File: src/rtl/epu_pkg.sv
// epu_pkg: types and constants shared by the bias fetch controller and the
// bias SRAM wrapper.
//   bias_fetch_state_t : controller FSM state encoding
//   BIAS_ADDR_W        : bias SRAM word-address width (512 words)
//   BIAS_DATA_W        : bias word width
//   WRITE_DIS/ENB      : byte write-request encodings seen by the SRAM wrapper
package epu_pkg;

    localparam int BIAS_ADDR_W = 9;
    localparam int BIAS_DATA_W = 32;

    localparam logic [3:0] WRITE_DIS = 4'b0000;
    localparam logic [3:0] WRITE_ENB = 4'b1111;

    typedef enum logic [1:0] {
        IDLE  = 2'd0,
        FETCH = 2'd1,
        DRAIN = 2'd2,
        DONE  = 2'd3
    } bias_fetch_state_t;

endpackage

File: src/rtl/bias_fifo.sv
// bias_fifo: synchronous FIFO buffering bias words between the SRAM read
// path and the PE array.
//   clk, rst   : clock, synchronous active-high reset
//   flush      : synchronous clear of all entries (used on job abort)
//   push/data  : write an entry
//   pop        : drop the head entry
//   head_data  : head entry, zero when empty
//   full/empty : occupancy flags
//   count      : number of stored entries
module bias_fifo #(
    parameter int DEPTH  = 2,
    parameter int DATA_W = 32
) (
    input  logic                       clk,
    input  logic                       rst,
    input  logic                       flush,
    input  logic                       push,
    input  logic [DATA_W-1:0]          push_data,
    input  logic                       pop,
    output logic [DATA_W-1:0]          head_data,
    output logic                       full,
    output logic                       empty,
    output logic [$clog2(DEPTH):0]     count
);

    localparam int PTR_W = $clog2(DEPTH);

    logic [DATA_W-1:0] mem [DEPTH];
    logic [PTR_W-1:0]  wr_ptr;
    logic [PTR_W-1:0]  rd_ptr;
    logic [PTR_W:0]    count_q;
    logic              do_push;
    logic              do_pop;

    assign empty     = (count_q == '0);
    assign full      = (count_q == (PTR_W+1)'(DEPTH));
    assign count     = count_q;
    assign head_data = empty ? '0 : mem[rd_ptr];

    // A push into a full FIFO is only legal when the head leaves in the same cycle.
    assign do_pop  = pop && !empty;
    assign do_push = push && (!full || do_pop);

    always_ff @(posedge clk) begin
        if (do_push) begin
            mem[wr_ptr] <= push_data;
        end
    end

    always_ff @(posedge clk) begin
        if (rst || flush) begin
            wr_ptr  <= '0;
            rd_ptr  <= '0;
            count_q <= '0;
        end else begin
            if (do_push) wr_ptr <= wr_ptr + PTR_W'(1);
            if (do_pop)  rd_ptr <= rd_ptr + PTR_W'(1);
            case ({do_push, do_pop})
                2'b10:   count_q <= count_q + (PTR_W+1)'(1);
                2'b01:   count_q <= count_q - (PTR_W+1)'(1);
                default: count_q <= count_q;
            endcase
        end
    end

endmodule

File: src/rtl/bias_fetch_ctrl.sv
// bias_fetch_ctrl: streams num_ch consecutive bias words, starting at
// base_addr, from the bias SRAM to the PE array over a valid/ready port.
//   clk, rst           : clock, synchronous active-high reset
//   start_i, abort_i   : job start (ignored while busy) / job cancel
//   base_addr_i        : first word address, sampled on start
//   num_ch_i           : word count 0..512, sampled on start
//   busy_o, done_o     : job in progress / one-cycle completion pulse
//   bias_valid_o/data_o/ready_i : output stream to the PE array
//   sram_cs_o/oe_o/addr_o/wreq_o : read-only SRAM master port
//   sram_rdata_i       : SRAM read data, one cycle after the addressed cycle
//
// state | meaning
// IDLE  | waiting for start_i
// FETCH | issuing reads, FIFO may be draining concurrently
// DRAIN | all reads issued, waiting for the array to take the last word
// DONE  | single-cycle completion, done_o high
module bias_fetch_ctrl
    import epu_pkg::*;
#(
    parameter int ADDR_W     = BIAS_ADDR_W,
    parameter int DATA_W     = BIAS_DATA_W,
    parameter int FIFO_DEPTH = 2
) (
    input  logic              clk,
    input  logic              rst,
    input  logic              start_i,
    input  logic              abort_i,
    input  logic [ADDR_W-1:0] base_addr_i,
    input  logic [ADDR_W:0]   num_ch_i,
    output logic              busy_o,
    output logic              done_o,
    output logic              bias_valid_o,
    output logic [DATA_W-1:0] bias_data_o,
    input  logic              bias_ready_i,
    output logic              sram_cs_o,
    output logic              sram_oe_o,
    output logic [ADDR_W-1:0] sram_addr_o,
    output logic [3:0]        sram_wreq_o,
    input  logic [DATA_W-1:0] sram_rdata_i
);

    localparam int CNT_W = $clog2(FIFO_DEPTH) + 1;

    bias_fetch_state_t state_q, state_d;

    logic [ADDR_W-1:0] rd_addr_q;
    logic [ADDR_W-1:0] last_addr_q;
    logic [ADDR_W:0]   num_ch_q;
    logic [ADDR_W:0]   issued_q;
    logic [ADDR_W:0]   accepted_q;
    logic              inflight_q;

    logic [CNT_W-1:0]  fifo_count;
    logic              fifo_full;
    logic              fifo_empty;
    logic [CNT_W:0]    occupancy;
    logic              issue;
    logic              pop;
    logic              start_accept;

    bias_fifo #(
        .DEPTH  (FIFO_DEPTH),
        .DATA_W (DATA_W)
    ) u_fifo (
        .clk       (clk),
        .rst       (rst),
        .flush     (abort_i),
        .push      (inflight_q),
        .push_data (sram_rdata_i),
        .pop       (pop),
        .head_data (bias_data_o),
        .full      (fifo_full),
        .empty     (fifo_empty),
        .count     (fifo_count)
    );

    assign bias_valid_o = !fifo_empty;
    assign pop          = bias_valid_o && bias_ready_i;

    // Reserve a FIFO slot for every word still in flight; a pop in the same
    // cycle is deliberately not credited, so the FIFO can never overflow.
    assign occupancy = {1'b0, fifo_count} + (CNT_W+1)'(inflight_q);
    assign issue     = (state_q == FETCH) && !abort_i && (issued_q < num_ch_q)
                       && !fifo_full && (occupancy < (CNT_W+1)'(FIFO_DEPTH));

    assign start_accept = (state_q == IDLE) && start_i && !abort_i;

    always_comb begin
        state_d = state_q;
        case (state_q)
            IDLE: begin
                if (start_accept) state_d = (num_ch_i == '0) ? DONE : FETCH;
            end
            FETCH: begin
                if (abort_i) state_d = IDLE;
                else if (issue && (issued_q + (ADDR_W+1)'(1) == num_ch_q)) state_d = DRAIN;
            end
            DRAIN: begin
                if (abort_i) state_d = IDLE;
                else if (fifo_empty && !inflight_q && (accepted_q == num_ch_q)) state_d = DONE;
            end
            DONE:    state_d = IDLE;
            default: state_d = IDLE;
        endcase
    end

    assign busy_o      = (state_q == FETCH) || (state_q == DRAIN);
    assign done_o      = (state_q == DONE);
    assign sram_cs_o   = issue;
    assign sram_oe_o   = issue;
    assign sram_addr_o = issue ? rd_addr_q : last_addr_q;
    assign sram_wreq_o = WRITE_DIS;

    always_ff @(posedge clk) begin
        if (rst) begin
            state_q     <= IDLE;
            rd_addr_q   <= '0;
            last_addr_q <= '0;
            num_ch_q    <= '0;
            issued_q    <= '0;
            accepted_q  <= '0;
            inflight_q  <= 1'b0;
        end else begin
            state_q    <= state_d;
            // An abort drops the word coming back from the SRAM this cycle.
            inflight_q <= issue && !abort_i;
            if (start_accept) begin
                rd_addr_q  <= base_addr_i;
                num_ch_q   <= num_ch_i;
                issued_q   <= '0;
                accepted_q <= '0;
            end else begin
                if (issue) begin
                    rd_addr_q   <= rd_addr_q + ADDR_W'(1);
                    last_addr_q <= rd_addr_q;
                    issued_q    <= issued_q + (ADDR_W+1)'(1);
                end
                if (pop) accepted_q <= accepted_q + (ADDR_W+1)'(1);
            end
        end
    end

endmodule

File: config.mk
export PLATFORM = sky130hd
export DESIGN_NAME = bias_fetch_ctrl
export DESIGN_NICKNAME = d
export VERILOG_FILES = /design/src/rtl/epu_pkg.sv /design/src/rtl/bias_fifo.sv /design/src/rtl/bias_fetch_ctrl.sv
export SDC_FILE = /design/constraint.sdc
export NUM_CORES = 1
export LEC_CHECK = 0
export BUFFER_PORTS_ARGS = -buffer_cell sky130_fd_sc_hd__buf_2
export CORE_UTILIZATION = 55
export CTS_BUF_LIST = sky130_fd_sc_hd__clkbuf_8
export CTS_CLUSTER_SIZE = 40
export DETAILED_ROUTE_END_ITERATION = 12
export PLACE_DENSITY_LB_ADDON = 0.1
export SYNTH_ARGS = -nofsm -noshare
export SYNTH_HDL_FRONTEND = slang
export SYNTH_SLANG_ARGS = --single-unit
File: constraint.sdc
create_clock -name clk -period 7.4 [get_ports clk]
set_input_delay 2.22 -clock clk [delete_from_list [all_inputs] [get_ports clk]]
set_output_delay 2.22 -clock clk [all_outputs]
set_load 0.02 [all_outputs]
==> results.sh <==
export IMPL_viasPerCell=5.270
export IMPL_boundaryPins=106
export IMPL_syn_to_final_growth_pct=18.59
export IMPL_fin_crit_sh_pct=87.00
export IMPL_max_cap_violations=0
export IMPL_antenna_found_initial=0
export IMPL_overflow=0
export IMPL_ys_seq_elements=120
export IMPL_post_cts_buffers=0
export IMPL_grt_usage_pct=22.75
export IMPL_grt_pass1_wl_mm=18.04
export IMPL_die_area_sq_um=10650
export IMPL_slew_limit_headroom_pct=32.44
export IMPL_final_util_pct=67.72
export IMPL_die_x_um=103.2
export IMPL_std_cell_rows=36
export IMPL_firstDrtPassIters=4
export IMPL_core_area_sq_um=9864
export IMPL_clock_root_buffer="clkbuf_8"
export IMPL_seq_area_frac_synth_pct=54.02
export IMPL_pwr_share_clk_pct=38.9
export IMPL_timing_hold_ws_ps=456.8
export IMPL_ctsResizeCount=0
export IMPL_final_nets=703
export IMPL_hp_start="last_addr_q[4]"
export IMPL_power_w=0.001726
export IMPL_cp_end_kind="primary output"
export IMPL_fin_crit_ps=6438
export IMPL_crit_reg2reg_capture="state_q[0]"
export IMPL_p_per_area_nw_per_um2=258.4
export IMPL_synth_avg_cell_area_sq_um=10.61
export IMPL_port_buffers=101
export IMPL_cts_hold_buffers=0
export IMPL_grt_pass1_vias=3874
export IMPL_leakage_nw=2.597
export IMPL_vias=4084
export IMPL_clk_insertion_delay_late_ps=430
export IMPL_routabilityCongestion=0.9088
export IMPL_drt_wl_total_mm=11.75
export IMPL_setup_violations=0
export IMPL_start_kind="input pin"
export IMPL_clock_sinks=120
export IMPL_final_hold_viol_count=0
export IMPL_async_flop_share_pct=0
export IMPL_cp_max_fo=37
export IMPL_yosysWarningCount=0
export IMPL_switchingPower_w=0.0004740
export IMPL_setup_slack_ps=962.1
export IMPL_rsz0062_at_grt="false"
export IMPL_hp_class="reg2reg"
export IMPL_slew_viol_final=0
export IMPL_fmax_ghz=0.1553
export IMPL_crit_required_ps=5180
export IMPL_drc_errors=0
export IMPL_synth_edf_count=64
export IMPL_ant_nets=0
export IMPL_clkTransAtPathRegs_ps=70
export IMPL_h_tree_depth=4
export IMPL_cts_tree="built"
export IMPL_syn_inst=531
export IMPL_dpl_hpwl_mm=8.120
export IMPL_finClkSkew_ps=14.78
export IMPL_drt_iter0_markers=140
export IMPL_r2r_slack_ps=4480
export IMPL_min_to="last_addr_q[4]"
export IMPL_die_y_um=103.2
export IMPL_sw_frac_of_total_pct=27.46
export IMPL_drive_gt1_share_pct=23.99
export IMPL_cts_path_max_buffers=2
export IMPL_cts_made_buffers=17
export IMPL_sequentialPowerShare_pct=45.0
export IMPL_synthFlopType="edfxtp_1"
export IMPL_status="completed"
export IMPL_criticalPathCategory="in2out"
export IMPL_insertedDiodeCount=0
export IMPL_dpl_worst_slack_ps=982.7
export IMPL_cell_internal_pwr_w=0.001252
export IMPL_wl_per_cell_um=15.16
export IMPL_initial_core_util_pct=57.10
export IMPL_netlist_area_sq_um=5633
export IMPL_cp_data_arrival_time_ps=4220
export IMPL_r2r_cells=9
export IMPL_grt_max_degree=38
export IMPL_p_comb_share_pct=16.1
export IMPL_fill_cells=774
export IMPL_whs_path_depth=2
export IMPL_synth_cell_types=52
export IMPL_worstMarginPinSlew_ps=1013
export IMPL_r2r_start="num_ch_q[9]"
export IMPL_vdd_drop_max_mv=0.1503
export IMPL_tns_ps=0
## routing by layer
layer | part of all wire, % | track usage (%) | wire [um] | up-vias
li1 | - | - | - | 2051
met1 | 43 | 26.41 | 5095 | 1911
met2 | 50 | 40.36 | 5880 | 108
met3 | 5.0 | 5.914 | 590 | 14
met4 | 1.6 | 8.776 | 184 | 0
met5 | 0 | 0 | 0 | -
## per-stage QoR
step | cell area (sq um) | std cells
after floorplan | 5644 | 534
after detailed placement | 6222 | 743
after global routing | 6680 | 775
final | 6680 | 775
after CTS | 6680 | 775
after global placement | 6222 | 743
## critical path, cell delays in order
cell and delay [ps]:
buf_2 180, or4b_4 540, a211oi_2 170, a32o_1 180, buf_4 370, mux2_2 380, buf_2 160
## power by group through the flow
stage | logic (W) | registers, W | clock network [W]
floorplan | 0.000207 | 0.000781 | 0
global placement | 0.000269 | 0.000790 | 0
detailed placement | 0.000276 | 0.000792 | 0
CTS | 0.000278 | 0.000777 | 0.000683
global route | 0.000305 | 0.000782 | 0.000714
finish | 0.000278 | 0.000777 | 0.000671
## how the worst max path moves through the flow
stage / from / to / slack, ps / cells past startpoint
6_report: abort_i / sram_addr_o[8] / 960 / 7
5_1_grt: abort_i / sram_addr_o[4] / 920 / 7
4_1_cts: abort_i / sram_addr_o[8] / 980 / 7
3_5_place_dp: abort_i / sram_addr_o[8] / 980 / 7
3_3_place_gp: abort_i / sram_addr_o[6] / 1030 / 7
2_1_floorplan: abort_i / sram_addr_o[3] / 1270 / 7
## kinds of logic after synthesis
group	synth area share [%]
flops	54.02
xor+xnor	7.930
buf+inv	3.954
other cells	0.06657
fa+ha+maj	3.998
mux	7.819
simple gates	15.44
compound gates	6.775
## state kept, by name, summed over array words and instances, names as in the netlist, named ones only
register	count
state_q	2
u_fifo.count	2
last_addr_q	9
accepted_q	10
u_fifo.wr_ptr	1
issued_q	10
u_fifo.rd_ptr	1
inflight_q	1
u_fifo.mem	64
rd_addr_q	9
num_ch_q	10
## placed cells by master (no fill, tap or decap), types with 2 or more instances in the layout
cell | Yosys | routed
inv_1 | 20 | 21
o31ai_1 | 3 | 3
nor3b_1 | 2 | 2
a211oi_1 | 6 | 6
dfxtp_1 | 56 | 55
and3_1 | 7 | 7
clkinvlp_4 | 0 | 3
ha_1 | 18 | 18
nor3_1 | 5 | 5
nor2_2 | 0 | 3
xnor2_1 | 27 | 27
edfxtp_1 | 64 | 64
buf_4 | 5 | 6
buf_2 | 4 | 101
mux2_2 | 8 | 8
o211ai_1 | 3 | 3
o41ai_1 | 2 | 2
o21ai_0 | 6 | 6
and4_1 | 2 | 2
xor2_1 | 24 | 24
nor4_1 | 4 | 4
inv_6 | 0 | 3
nor2b_1 | 3 | 3
nand2b_1 | 3 | 3
nand2_1 | 55 | 55
clkbuf_8 | 0 | 17
mux2i_1 | 35 | 35
a21oi_1 | 27 | 27
nor2_1 | 70 | 67
clkinv_4 | 0 | 2
bufinv_16 | 0 | 5
and2_1 | 2 | 2
conb_1 | 1 | 4
or3_1 | 2 | 2
nand4_1 | 6 | 6
nand3_1 | 20 | 20
## layout make-up
type,count,area [sq um],area share (%)
clock buffer,17,234.0,3.503
clock inverter,15,224.0,3.353
inverter,20,75.07,1.124
multi-input combinational,363,2386,35.72
sequential,120,3044,45.57
tap,133,166.4,2.491
timing repair buffer,107,550.5,8.241
## synthesized netlist by cell type (all sizes together) (3+ instances only)
| master | number | share of area [%] |
|---|---|---|
| nor3 | 5 | 0.44 |
| mux2 | 8 | 1.6 |
| nand2 | 56 | 3.8 |
| edfxtp | 64 | 34 |
| nor2 | 70 | 4.7 |
| nand3 | 20 | 1.8 |
| o21ai | 7 | 0.62 |
| mux2i | 35 | 6.2 |
| o211ai | 3 | 0.40 |
| buf | 14 | 1.5 |
| nand2b | 3 | 0.33 |
| ha | 18 | 4.0 |
| clkbuf | 17 | 1.1 |
| nor2b | 3 | 0.33 |
| nor4 | 5 | 0.82 |
| and3 | 7 | 0.78 |
| inv | 20 | 1.3 |
| a211oi | 7 | 1.0 |
| xnor2 | 27 | 4.2 |
| a21oi | 27 | 2.4 |
| xor2 | 24 | 3.7 |
| dfxtp | 56 | 20 |
| o31ai | 3 | 0.40 |
| nand4 | 6 | 0.67 |
Power figures use the tool's default switching activity.
